File: src/rtl/pipe_add_unit.sv
// pipe_add_unit: two-stage pipelined adder/subtractor with an internal accumulator.
//
// Stage 1 registers the operand beat (a, b, op). Stage 2 computes the result and flags from
// stage 1 and registers them. The accumulator is read and written only when a beat moves from
// stage 1 into stage 2, so back-to-back ACC beats see each other's updates.
//
// Ports:
//   clk, rst_n           clock, asynchronous active-low reset
//   in_valid / in_ready  operand handshake (in_ready is combinational from out_ready)
//   a, b, op             operands and opcode (00 ADD, 01 SUB, 10 ACC, 11 CLR)
//   out_valid/out_ready  result handshake
//   result, carry,       registered result, carry-out/borrow and two's-complement overflow
//   overflow
//
// Build option: define PIPE_ADD_SAT_EN to clamp overflowing results (and the accumulator) to
// the signed max/min instead of wrapping.
module pipe_add_unit #(
  parameter int unsigned WIDTH = 4
) (
  input  logic             clk,
  input  logic             rst_n,
  input  logic             in_valid,
  output logic             in_ready,
  input  logic [WIDTH-1:0] a,
  input  logic [WIDTH-1:0] b,
  input  logic [1:0]       op,
  output logic             out_valid,
  input  logic             out_ready,
  output logic [WIDTH-1:0] result,
  output logic             carry,
  output logic             overflow
);

  typedef enum logic [1:0] {
    OpAdd = 2'b00,
    OpSub = 2'b01,
    OpAcc = 2'b10,
    OpClr = 2'b11
  } op_e;

  // Stage 1
  logic             s1_valid_q;
  logic [WIDTH-1:0] s1_a_q;
  logic [WIDTH-1:0] s1_b_q;
  op_e              s1_op_q;

  // Stage 2 (output)
  logic             out_valid_q;
  logic [WIDTH-1:0] result_q;
  logic             carry_q;
  logic             overflow_q;

  logic [WIDTH-1:0] acc_q;

  logic s2_adv;
  logic s1_adv;

  assign s2_adv   = !out_valid_q || out_ready;
  assign s1_adv   = s1_valid_q && s2_adv;
  assign in_ready = !s1_valid_q || s2_adv;

  // ACC reuses the adder with the accumulator as the left operand and a as the right one.
  logic [WIDTH-1:0] lhs;
  logic [WIDTH-1:0] rhs;
  logic [WIDTH:0]   sum_ext;
  logic [WIDTH:0]   diff_ext;

  always_comb begin
    lhs = (s1_op_q == OpAcc) ? acc_q : s1_a_q;
    rhs = (s1_op_q == OpAcc) ? s1_a_q : s1_b_q;
  end

  assign sum_ext  = {1'b0, lhs} + {1'b0, rhs};
  // Bit WIDTH of the extended difference is set exactly when lhs < rhs (borrow).
  assign diff_ext = {1'b0, lhs} - {1'b0, rhs};

  logic [WIDTH-1:0] res_d;
  logic             carry_d;
  logic             ov_d;

  always_comb begin
    res_d   = '0;
    carry_d = 1'b0;
    ov_d    = 1'b0;
    case (s1_op_q)
      OpAdd, OpAcc: begin
        res_d   = sum_ext[WIDTH-1:0];
        carry_d = sum_ext[WIDTH];
        ov_d    = (lhs[WIDTH-1] == rhs[WIDTH-1]) && (sum_ext[WIDTH-1] != lhs[WIDTH-1]);
      end
      OpSub: begin
        res_d   = diff_ext[WIDTH-1:0];
        carry_d = diff_ext[WIDTH];
        ov_d    = (lhs[WIDTH-1] != rhs[WIDTH-1]) && (diff_ext[WIDTH-1] != lhs[WIDTH-1]);
      end
      default: begin
        res_d   = '0;
        carry_d = 1'b0;
        ov_d    = 1'b0;
      end
    endcase
`ifdef PIPE_ADD_SAT_EN
    // On overflow the true result always has the sign of the left operand.
    if (ov_d) begin
      res_d = lhs[WIDTH-1] ? {1'b1, {(WIDTH-1){1'b0}}} : {1'b0, {(WIDTH-1){1'b1}}};
    end
`endif
  end

  always_ff @(posedge clk or negedge rst_n) begin
    if (!rst_n) begin
      s1_valid_q  <= 1'b0;
      s1_a_q      <= '0;
      s1_b_q      <= '0;
      s1_op_q     <= OpAdd;
      out_valid_q <= 1'b0;
      result_q    <= '0;
      carry_q     <= 1'b0;
      overflow_q  <= 1'b0;
      acc_q       <= '0;
    end else begin
      if (in_ready) begin
        s1_valid_q <= in_valid;
        if (in_valid) begin
          s1_a_q  <= a;
          s1_b_q  <= b;
          s1_op_q <= op_e'(op);
        end
      end
      if (s2_adv) begin
        out_valid_q <= s1_valid_q;
        if (s1_valid_q) begin
          result_q   <= res_d;
          carry_q    <= carry_d;
          overflow_q <= ov_d;
        end
      end
      if (s1_adv) begin
        if (s1_op_q == OpAcc) begin
          acc_q <= res_d;
        end else if (s1_op_q == OpClr) begin
          acc_q <= '0;
        end
      end
    end
  end

  assign out_valid = out_valid_q;
  assign result    = result_q;
  assign carry     = carry_q;
  assign overflow  = overflow_q;

endmodule

File: config.mk
export PLATFORM = sky130hd
export DESIGN_NAME = pipe_add_unit
export DESIGN_NICKNAME = d
export VERILOG_FILES = /design/src/rtl/pipe_add_unit.sv
export SDC_FILE = /design/constraint.sdc
export NUM_CORES = 1
export LEC_CHECK = 0
export ABC_AREA = 1
export BUFFER_PORTS_ARGS = -buffer_cell sky130_fd_sc_hd__buf_2
export CORE_MARGIN = 1.5
export CORE_UTILIZATION = 60
export CTS_BUF_LIST = sky130_fd_sc_hd__clkbuf_2
export CTS_CLUSTER_DIAMETER = 200
export CTS_CLUSTER_SIZE = 25
export DETAILED_ROUTE_END_ITERATION = 10
export PLACE_DENSITY_LB_ADDON = 0.08
export SYNTH_ARGS = -nofsm -noshare
export SYNTH_HDL_FRONTEND = slang
export SYNTH_SLANG_ARGS = --single-unit
File: constraint.sdc
create_clock -name clk -period 4.1 [get_ports clk]
set_input_delay 0.82 -clock clk [delete_from_list [all_inputs] [get_ports clk]]
set_output_delay 0.82 -clock clk [all_outputs]
set_load 0.01 [all_outputs]
==> results of run 1 <==
[cell type report]
class | instances | share of cell area
Timing Repair Buffer | 21 | 0.0706
Clock buffer | 3 | 0.0101
Tap cell | 27 | 0.0227
Clock inverter | 1 | 0.0202
Inverter | 21 | 0.0530
Sequential cell | 22 | 0.370
Multi-Input combinational cell | 119 | 0.453
[kinds of logic (layout without fill, tap and decap cells)]
group / Yosys count / count (layout) / synth area share
flops: 22 / 22 / 0.417
compound gates: 30 / 30 / 0.118
buf+inv: 23 / 46 / 0.0711
fa+ha+maj: 10 / 10 / 0.106
simple gates: 73 / 73 / 0.236
mux: 6 / 6 / 0.0512
[registers in the layout, summed over array words and instances (netlist names)]
signal,flops
acc_q,4
carry,1
out_valid,1
overflow,1
result,4
s1_a_q,4
s1_b_q,4
s1_op_q,2
s1_valid_q,1
[metal layers]
metal / up-vias / wire, µm / global-route usage
met5: - / 0 / 0
met4: 0 / 53 / 0.106
li1: 579 / - / -
met2: 34 / 1340 / 0.442
met1: 515 / 1130 / 0.290
met3: 7 / 138 / 0.0424
[stage by stage]
step	cell area (µm²)	cells
final	1490	214
after global placement	1440	210
after global routing	1490	214
after CTS	1490	214
after floorplan	1320	164
after detailed placement	1440	210
[where the power goes]
part	internal (µW)	switching (µW)	total (µW)
clock	84.1	70.0	154
sequential	279	34.9	314
combinational	147	243	390
[Yosys cell counts, drive strengths merged]
| master | count | area share |
|---|---|---|
| a21oi | 14 | 0.053 |
| inv | 21 | 0.060 |
| fa | 2 | 0.030 |
| a31oi | 3 | 0.014 |
| nand3 | 8 | 0.034 |
| nand4 | 1 | 0.0047 |
| dfrtp | 22 | 0.42 |
| nand2 | 43 | 0.14 |
| nor2 | 21 | 0.062 |
| ha | 8 | 0.076 |
| buf | 2 | 0.011 |
| o21ai | 12 | 0.046 |
| o22ai | 1 | 0.0047 |
| mux2 | 6 | 0.051 |
[worst max-delay path: stages, from the launching register on]
cell     delay, ns
dfrtp_1       0.47
inv_2         0.15
nand2_4       0.14
a21oi_1       0.46
ha_1          0.35
nand2_1       0.07
nor2_1        0.04
nor2_1        0.18
nand2_1       0.09
nand2_1       0.07
nor2_1        0.05
nor2_1        0.11
nor2_1        0.05
[worst max-delay path by stage]
stage | startpoint | to | cells past startpoint
floorplan | s1_op_q[0] | result[3] | 13
global placement | s1_op_q[0] | result[2] | 8
detailed placement | s1_op_q[0] | result[3] | 12
CTS | s1_op_q[0] | result[3] | 12
global route | s1_op_q[0] | overflow | 12
finish | s1_op_q[0] | result[3] | 12
==> results.md, run 1 <==
Detailed routing:
- The final route contains 1,135 vias.
- The number of DRC markers after the initial detailed-route iteration is 22.
- Once detail routing completed, the nets flagged for antenna violations numbered 0.
- After detailed routing, the number of remaining DRC violations is 0.
- The final routed wire length divided by cell count is approximately 12 µm.
- Using the TritonRoute via totals, the vias-per-cell ratio works out to 5.30.
- The final wirelength is roughly 2700 µm.
- The number of detailed-routing iterations run before antenna repair is 4.

STA:
- The highest attainable clock frequency is between 400 and 500 MHz.
- For the final database, setup skew stands at 0.00147 ns.
- The worst slew slack as a fraction of its limit is 0.671.
- The clock period minus worst slack is between 2 and 2.5 ns.
- The setup total negative slack is 0 ns.
- The max-slew violation count is 0.
- The hold violation total from the final report is 0.
- The setup slack of the critical path after layout is around 1.8 ns.
- Hold is met by between 0.3 and 0.4 ns.
- Setup repair after global routing left no endpoint under its margin.
- The number of setup violations in the final report is 0.
- For the pin with the worst max-slew slack, the measured transition is 0.494 ns.
- The post-route fraction of the period consumed by the critical path is 0.557.

Final layout:
- The multi-input combinational cells in the finished layout cover a total of 674 µm².
- The leading cell type in the layout, fill and taps excluded is nand2_1.
- The area growth from synthesis to layout is 12.8%.
- The library cells used most frequently in the layout, excluding fill and tap cells, are nand2_1 (38), dfrtp_1 (22), buf_2 (21).
- The share of the core filled with cells is 0.736.
- The number of diodes is 0.
- The post-layout net count is approximately 210.
- Fill cells in the final layout number 178.
- In the final layout, flip-flops and latches occupy around 550 µm².
- The fraction of final layout cells with drive strength greater than 1 is 0.225.

Clock tree:
- The clock passes through at most 2 buffers.
- The number of buffers created by CTS is 3.
- The level count of the clock H-tree is 1.
- In this run, post-CTS repair resized a total of 0 instances.
- The clock latency of the later-clocked register in the worst-skew pair is between 0.3 and 0.4 ns.
- The post-CTS clock slew at the launch and capture registers of the worst setup and hold paths is between 0.2 and 0.25 ns.
- TritonCTS built the clock tree.
- The number of clock sinks is 22.
- The cell sitting at the root of the clock tree is a clkbuf_2.
- The number of buffers inserted by hold repair at cts is 0.
- After clock tree synthesis, the setup repair step added 0 buffers.

Floorplanning:
- The starting utilization of the core area is 0.652.
- During I/O placement, the number of pins put on the boundary was 22.
- The height of the die is ~50 µm.
- The area of the core region is about 2000 µm².
- The die is about 50 µm wide.
- The row count is 16.
- The die covers between 2000 and 2500 µm².

Place:
- The final RePlAce weighted congestion is a little over 0.9.
- Buffers placed on the I/O ports in this run total 21.
- The HPWL after detailed placement is 2080 µm.
- At the placement stage, the worst setup path has a slack of 1.84 ns.

GRT:
- The first-pass GRT wire length is 4660 µm.
- Across every metal layer, demand over resource in global routing totals 0.248.
- The maximum number of pins on one net before global-route repair is 23.
- The number of antenna violations at the first check in global routing is 0.
- The via count of the first global-routing pass is between 1,000 and 1,500.
- The final global-route overflow total is 0.

Min path:
- The path category of the worst min-delay check is in -> async.

Yosys:
- The distinct cell type count after synthesis is 20.
- The count of warnings emitted by yosys is 0.
- The share of the Yosys chip area taken by registers is 0.417.
- Synthesis handed over a netlist of approximately 160 instances.
- In this run the cell area of the synthesized design comes to 1320 µm².
- The average footprint of a synthesized cell is a little over 8 µm².
- The synthesized design contains 22 register bits.
- The net count after synthesis is ~190.

Status:
- The flow ran to the end, and the final reports show no timing, DRC or antenna violations.

Critical path:
- The highest fanout seen on the critical path is 17.
- The reg-to-reg startpoint is s1_op_q[0].
- The type of element capturing the critical path is a flip-flop.
- The arrival time at the worst endpoint is 2.55 ns.
- By startpoint and endpoint, the worst setup path is classified as reg -> reg.
- Setup slack on the worst reg-to-reg path comes out at 1.82 ns.
- At the worst endpoint, the required time is 4.37 ns.
- For the worst flop-to-flop path, the logic depth is 12.
- The endpoint of the most critical register-to-register path is result[3].
- The kind of launch point of the worst setup path is a flip-flop.

Power and ir drop:
- For this design the ratio of total power to cell area is just under 600 nW/µm².
- The design draws between 800 and 900 µW.
- Summed over all cells, the static leakage comes to 0.000786 µW.
- The worst-case IR drop observed on VDD is about 0.00038 V.

Flow run:
- The tool flagged a number of max-cap violations equal to 0.
No activity file was read; power rests on OpenSTA's default activity.
==> run 2: changes to the inputs <==
--- a/config.mk
+++ b/config.mk
@@ -8,7 +8,7 @@
 export ABC_AREA = 1
 export BUFFER_PORTS_ARGS = -buffer_cell sky130_fd_sc_hd__buf_2
 export CORE_MARGIN = 1.5
-export CORE_UTILIZATION = 60
+export CORE_UTILIZATION = 52
 export CTS_BUF_LIST = sky130_fd_sc_hd__clkbuf_2
 export CTS_CLUSTER_DIAMETER = 200
 export CTS_CLUSTER_SIZE = 25
==> constraint.sdc (replaced) <==
create_clock -name clk -period 1.83 [get_ports clk]
set_input_delay 0.366 -clock clk [delete_from_list [all_inputs] [get_ports clk]]
set_output_delay 0.366 -clock clk [all_outputs]
set_load 0.01 [all_outputs]
==> run 2 against run 1 <==
Against the previous run:
- the flow now finishes with violations (negative setup slack)
- final cell count up 7.0%
- clock-buffer cell count stayed put
- global-route usage decreased by 0.97 points
- highest routed layer unchanged
- die area increased by 14%
- wire length is 14% higher
- first-iteration DRC count is 82% higher
==> results.md, run 2 (synthesis gave the netlist of run 1 again) <==
GRT:
- The combined global-route utilization of all metal layers is 0.238 (was 0.248).
- The first-pass GRT wire length is 4800 µm (was 4660 µm).
- The maximum number of pins on one net before global-route repair is 23 (unchanged).
- The final global-route overflow total is 0 (unchanged).
- The via count of the first global-routing pass is 1,128 (was 1,111).
- The number of antenna violations at the first check in global routing is 0 (unchanged).

STA:
- The post-route fraction of the period consumed by the critical path came to 1.07 (was 0.557).
- The number of setup violations in the final report is 8 (was 0).
- The hold violation total from the final report came to 0 (unchanged).
- The highest attainable clock frequency was 510 MHz (was 438 MHz).
- The setup slack of the critical path after layout came to -0.132 ns (was 1.82 ns).
- The clock skew after layout is 0.0177 ns (was 0.00147 ns).
- The clock period minus worst slack was 1.96 ns (was 2.28 ns).
- The max-slew violation count is 0 (unchanged).
- RSZ-0062 raised after global routing: true (was false).
- The transition at the pin with the smallest max-transition slack was 0.494 ns (about the same).
- The worst slew slack as a fraction of its limit is 0.671 (about the same).

Flow run:
- The max-capacitance violation count is 0 (unchanged).

Critical path:
- The largest stage delay on the critical path is 0.53 ns (was 0.47 ns).
- The total buffers and inverters traversed by the critical path was 1 (unchanged).
- The type of element capturing the critical path is a flip-flop (unchanged).
- The family of cells with the greatest summed delay on the critical path is adder cells (was simple AND/OR/NAND/NOR gates).
- The worst setup path category was reg -> reg (unchanged).
- The slowest cell on the critical path is fa_2 (was dfrtp_1).
- The worst path required time is 2.11 ns (was 4.37 ns).
- List of cells traversed by the critical path: inv_2 -> nand2_4 -> mux2_4 -> ha_4 -> fa_2 -> nand2_2 -> a31oi_1 (was inv_2 -> nand2_4 -> a21oi_1 -> ha_1 -> nand2_1 -> nor2_1 -> nor2_1 -> nand2_1 -> nand2_1 -> nor2_1 -> nor2_1 -> nor2_1).
- The arrival time at the worst endpoint is 2.24 ns (was 2.55 ns).
- The highest fanout seen on the critical path is 5 (was 17).
- The kind of launch point of the worst setup path is a flip-flop (unchanged).

Status:
- Status: complete, but fails checks (was finished clean).
- The checks that failed: negative setup slack.

Detailed routing:
- The number of detailed-routing iterations run before antenna repair is 4 (unchanged).
- The met2 routed wirelength is 1580 µm (was 1340 µm).
- The total vias in the final route came to 1,215 (was 1,135).
- The residual DRC count came to 0 (unchanged).
- The average vias per placed instance is 5.31 (was 5.30).
- The final routed wire length divided by cell count came to 13.2 µm (was 12.4 µm).
- The count of nets left with antenna violations after detail routing came to 0 (unchanged).
- The highest routed metal layer is met4 (unchanged).
- The final wirelength is 3030 µm (was 2660 µm).
- The number of DRC markers after the initial detailed-route iteration is 40 (was 22).
- The total routed wire length on the met1 layer came to 1300 µm (was 1130 µm).
- The wire length on met3 came to 95 µm (was 138 µm).

Place:
- The number of buffers added on ports is 21 (unchanged).
- The post-detailed-placement cell area came to 1550 µm² (was 1440 µm²).
- The final RePlAce weighted congestion is 0.905 (was 0.923).
- The HPWL after detailed placement is 2140 µm (was 2080 µm).
- The setup slack at placement is -0.137 ns (was 1.84 ns).

Clock tree:
- The clock root buffer is clkbuf_2 (unchanged).
- The level count of the clock H-tree is 1 (unchanged).
- The number of buffers created by CTS is 3 (unchanged).
- The number of clock sinks was 22 (unchanged).
- The clock latency of the later-clocked register in the worst-skew pair came to 0.34 ns (about the same).
- The post-CTS clock slew at the launch and capture registers of the worst setup and hold paths is 0.22 ns (was 0.21 ns).
- The maximum root-to-sink buffer count is 2 (unchanged).
- The clock tree from TritonCTS was built (unchanged).

Floorplanning:
- The row count is 18 (was 16).
- The total die area is 2850 µm² (was 2490 µm²).
- The starting utilization of the core area is 0.542 (was 0.652).
- The height of the die is 53.4 µm (was 49.9 µm).
- The boundary pin count is 22 (unchanged).
- The die width is 53.4 µm (was 49.9 µm).
- The area of the core region is 2430 µm² (was 2020 µm²).

Final layout:
- Most frequent cells in the layout: nand2_1 (31), dfrtp_1 (21), buf_2 (21) (was nand2_1 (38), dfrtp_1 (22), buf_2 (21)).
- The number of diodes is 0 (unchanged).
- The cell area after layout came to 1740 µm² (was 1490 µm²).
- The layout overhead on the synthesized area is 32.0% (was 12.8%).
- The post-layout net count is 225 (was 212).
- The leading cell type in the layout, fill and taps excluded was nand2_1 (unchanged).
- The fraction of final layout cells with drive strength greater than 1 is 0.432 (was 0.225).

Power and ir drop:
- The total power divided by cell area was 1230 nW/µm² (was 577 nW/µm²).
- The maximum ir drop on the vdd rail is 0.000816 V (was 0.000383 V).
- The leakage power figure is 0.000849 µW (was 0.000786 µW).

Min path:
- The path category of the worst min-delay check is in -> reg (was in -> async).
[run 2: cell types whose count changed in the layout (fill, tap and decap cells not counted), moves of 5 or more]
| cell | change |
|---|---|
| o21ai_0 | -9 |
| buf_4 | +8 |
| nand2_2 | +8 |
| nand2_1 | -7 |
| a21oi_1 | -6 |
| ha_1 | -5 |
[run 2: where the power goes]
part / leakage (µW) / total, µW / internal [µW] / switching, µW
Sequential: 0.000261 / 709 / 627 / 82.3
Combinational: 0.000576 / 1230 / 531 / 696
Clock: 0.0000125 / 196 / 44.6 / 152
Total: 0.000849 / 2130 / 1200 / 930
[run 2: through the flow]
step / TNS, ns / power [µW] / hold slack (ns) / util / std cells
finish: -0.682 / 2130 / 0.234 / 0.716 / 229
global route: -1.46 / 2300 / 0.221 / 0.716 / 229
CTS: -0.416 / 2000 / 0.235 / 0.685 / 228
detailed placement: -0.629 / 1680 / 0.367 / 0.636 / 220
global placement: -0.244 / 1640 / 0.352 / 0.636 / 220
floorplan: -0.239 / 1400 / 0.0704 / - / 164
[run 2: metal layers]
layer,GRT usage,up-vias
li1,-,604
met1,0.275,572
met4,0.120,0
met2,0.422,33
met5,0,-
met3,0.0339,6
[run 2: final timing paths]
| path | end | cells past startpoint | slack (ns) | start |
|---|---|---|---|---|
| max | result[1] | 7 | -0.13 | s1_op_q[0] |
| min | s1_b_q[1] | 2 | 0.23 | b[1] |
| max reg2reg | result[1] | 7 | -0.13 | s1_op_q[0] |
| min reg2reg | overflow | 2 | 0.50 | overflow |
| max in group asynchronous | s1_op_q[1] | 2 | 0.97 | rst_n |
| min in group asynchronous | result[2] | 2 | 0.48 | rst_n |
[run 2: what timing repair did]
item | 4_1_cts | 5_1_grt
gates cloned | 1 | 0
gates resized for setup | 16 | 18
endpoints found under the hold margin | 22 | 0
hold buffers | 1 | 0
pin swaps | 10 | 5
buffers inserted | 3 | 1
setup endpoints to repair | 8 | 8
[run 2: cell type report]
type                    count  area (µm²)
clock buffers               3        15.0
fillers                   189         692
inverters                  21        78.8
multi-input cells         120         848
flip-flops and latches     22         552
well taps                  30        37.5
repair buffers             33         209
==> run 3: changes to the inputs <==
--- a/config.mk
+++ b/config.mk
@@ -8,7 +8,7 @@
 export ABC_AREA = 1
 export BUFFER_PORTS_ARGS = -buffer_cell sky130_fd_sc_hd__buf_2
 export CORE_MARGIN = 1.5
-export CORE_UTILIZATION = 52
+export CORE_UTILIZATION = 58
 export CTS_BUF_LIST = sky130_fd_sc_hd__clkbuf_2
 export CTS_CLUSTER_DIAMETER = 200
 export CTS_CLUSTER_SIZE = 25
==> constraint.sdc (replaced) <==
create_clock -name clk -period 2 [get_ports clk]
set_input_delay 0.4 -clock clk [delete_from_list [all_inputs] [get_ports clk]]
set_output_delay 0.4 -clock clk [all_outputs]
set_load 0.01 [all_outputs]
==> run 3 against run 2 <==
Against the previous run:
- the flow still finishes with violations (negative setup slack)
- global-route usage increased by 1.1 points
- first-iteration DRC count grew 65%
- sequential power is 7.6% lower
- wire length up 8.7%
- core utilization increased by 7.5 points
- clock-buffer cell count is the same
- final cell count unchanged
- combinational power down 8%
- die area fell by 9.8%
- register-to-register slack improved by 0.11 ns
- worst hold slack improved by 0.039 ns
- critical path depth grew 4
- critical endpoint is now carry
- largest cell class unchanged
==> results.md, run 3 (synthesis gave the netlist of run 1 again) <==
Status:
- Status: complete, but fails checks (unchanged).
- Failing checks: negative setup slack (unchanged).

Place:
- The number of buffers added on ports came to 21 (unchanged).
- The HPWL after detailed placement is 2100 µm (was 2140 µm).
- The post-detailed-placement cell area was 1500 µm² (was 1550 µm²).
- The final RePlAce weighted congestion came to 0.902 (was 0.905).
- The total instance count after detailed placement is 218 (was 220).

Clock tree:
- The clock latency of the later-clocked register in the worst-skew pair came to 0.34 ns (about the same).
- The number of buffers created by CTS is 3 (unchanged).
- The maximum root-to-sink buffer count was 2 (unchanged).
- The clock root buffer is clkbuf_2 (unchanged).
- The number of clock sinks is 22 (unchanged).
- The clock tree from TritonCTS is built (unchanged).
- The level count of the clock H-tree is 1 (unchanged).
- The post-CTS clock slew at the launch and capture registers of the worst setup and hold paths is 0.21 ns (was 0.22 ns).

GRT:
- The final global-route overflow total is 0 (unchanged).
- The number of antenna violations at the first check in global routing is 0 (unchanged).
- The combined global-route utilization of all metal layers is 0.249 (was 0.238).
- The via count of the first global-routing pass was 1,177 (was 1,128).
- The maximum number of pins on one net before global-route repair is 23 (unchanged).
- The first-pass GRT wire length is 4820 µm (was 4800 µm).

Floorplanning:
- The row count is 17 (was 18).
- The total die area is 2570 µm² (was 2850 µm²).
- The die width is 50.7 µm (was 53.4 µm).
- The area of the core region is 2170 µm² (was 2430 µm²).
- The boundary pin count is 22 (unchanged).
- The height of the die came to 50.7 µm (was 53.4 µm).
- The starting utilization of the core area is 0.608 (was 0.542).

Detailed routing:
- The wire length on met3 was 193 µm (was 95 µm).
- The highest routed metal layer is met4 (unchanged).
- The average vias per placed instance came to 5.66 (was 5.31).
- The total routed wire length on the met1 layer came to 1310 µm (was 1300 µm).
- The total vias in the final route is 1,295 (was 1,215).
- The number of detailed-routing iterations run before antenna repair came to 4 (unchanged).
- The number of DRC markers after the initial detailed-route iteration is 66 (was 40).
- The residual DRC count is 0 (unchanged).
- The met2 routed wirelength came to 1680 µm (was 1580 µm).
- The final routed wire length divided by cell count is 14.4 µm (was 13.2 µm).
- The count of nets left with antenna violations after detail routing is 0 (unchanged).
- The final wirelength is 3290 µm (was 3030 µm).

STA:
- The transition at the pin with the smallest max-transition slack is 0.478 ns (was 0.494 ns).
- The worst hold margin is 0.273 ns (was 0.234 ns).
- The worst slew slack as a fraction of its limit came to 0.681 (was 0.671).
- The highest attainable clock frequency is 495 MHz (was 510 MHz).
- The setup slack of the critical path after layout is -0.0195 ns (was -0.132 ns).
- The hold violation total from the final report came to 0 (unchanged).
- The clock period minus worst slack was 2.02 ns (was 1.96 ns).
- The max-slew violation count is 0 (unchanged).
- The number of setup violations in the final report came to 3 (was 8).
- The clock skew after layout came to 0.00334 ns (was 0.0177 ns).
- RSZ-0062 raised after global routing: true (unchanged).
- The post-route fraction of the period consumed by the critical path is 1.01 (was 1.07).

Min path:
- The path category of the worst min-delay check is in -> reg (unchanged).

Critical path:
- The kind of launch point of the worst setup path was a flip-flop (unchanged).
- The type of element capturing the critical path is a flip-flop (unchanged).
- The highest fanout seen on the critical path was 6 (was 5).
- The worst path required time came to 2.26 ns (was 2.11 ns).
- The worst setup path category is reg -> reg (unchanged).
- The arrival time at the worst endpoint is 2.28 ns (was 2.24 ns).
- The slack of the worst reg-to-reg path is -0.02 ns (was -0.13 ns).

Final layout:
- The cell area after layout is 1720 µm² (was 1740 µm²).
- Most frequent cells in the layout: nand2_1 (30), dfrtp_1 (22), buf_2 (21) (was nand2_1 (31), dfrtp_1 (21), buf_2 (21)).
- The share of the core filled with cells is 0.791 (was 0.716).
- The post-layout net count is 226 (was 225).
- The number of standard cells in the final layout excluding fillers was 229 (unchanged).
- The layout overhead on the synthesized area is 30.1% (was 32.0%).
- The number of diodes came to 0 (unchanged).
- The fill cell total of the finished layout is 154 (was 189).
- The fraction of final layout cells with drive strength greater than 1 came to 0.428 (was 0.432).
- The leading cell type in the layout, fill and taps excluded is nand2_1 (unchanged).

Power and ir drop:
- The final total power came to 1970 µW (was 2130 µW).
- The maximum ir drop on the vdd rail is 0.000698 V (was 0.000816 V).
- The combinational power share came to 0.573 (was 0.575).
- The leakage power figure came to 0.000848 µW (was 0.000849 µW).
- The total power divided by cell area is 1150 nW/µm² (was 1230 nW/µm²).
- The reported net switching power is 875 µW (was 930 µW).
- The relative contribution of the clock network to total power is 0.094 (was 0.092).
- The switching share of power is 0.445 (was 0.436).
- The sequential power share was 0.333 (was 0.332).
- The internal power component is 1090 µW (was 1200 µW).

Flow run:
- The max-capacitance violation count came to 0 (unchanged).
## run 3: cell count changes in the layout (fill, tap and decap cells not counted), sizes merged
cell | before | now
buf | 32 | 34
nand2 | 44 | 43
clkinv | 0 | 1
## run 3: power groups by stage
stage / clock [µW] / combinational, µW / sequential [µW]
2_1_floorplan: 0 / 551 / 675
3_3_place_gp: 0 / 808 / 646
3_5_place_dp: 0 / 831 / 653
4_1_cts: 184 / 866 / 643
5_1_grt: 195 / 1240 / 668
6_report: 185 / 1130 / 655
## run 3: final cells by class
cell class | count | area [µm²] | area share
clock inverter | 1 | 3.75 | 0.00219
clock buffer | 3 | 15.0 | 0.00875
timing repair buffer | 35 | 220 | 0.128
multi-input combinational | 119 | 812 | 0.473
inverter | 21 | 78.8 | 0.0460
tap | 28 | 35.0 | 0.0204
sequential | 22 | 551 | 0.321
## run 3: routing by layer
layer  vias to the layer above  GRT usage
met5                         -          0
met4                         0     0.0766
met3                        15     0.0387
met2                        72      0.465
met1                       603      0.290
li1                        605          -
## run 3: path summary, 6_finish.rpt
kind	start	to	cells after the start
setup / recovery	s1_op_q[0]	carry	11
hold / removal	b[0]	s1_b_q[0]	2
setup reg to reg	s1_op_q[0]	carry	11
hold reg to reg	result[0]	result[0]	2
max in group asynchronous	rst_n	s1_op_q[1]	2
min in group asynchronous	rst_n	result[1]	2
## run 3: stage by stage
stage | TNS [ns] | worst slack (ns)
after floorplan | 0 | 0.0118
after global placement | 0 | 0.0201
after detailed placement | -0.136 | -0.0506
after CTS | 0 | 0.00470
after global routing | -0.372 | -0.0957
final | -0.0337 | -0.0195
## run 3: worst max-delay path, cell delays in order, from the launching register on
cell	delay, ns
dfrtp_1	0.44
inv_2	0.09
nand2_4	0.09
buf_6	0.16
nor2_4	0.12
a21oi_4	0.06
buf_4	0.15
fa_2	0.40
nand2_1	0.09
a21oi_1	0.07
o21ai_0	0.18
a21oi_1	0.09
## run 3: what timing repair did
item                                    in CTS  in global routing
resized for setup                            5                 44
hold buffers                                 1                  0
endpoints found under the setup margin       7                  8
pin swaps                                    2                 14
buffers inserted                             2                  4
endpoints found under the hold margin       10                  0
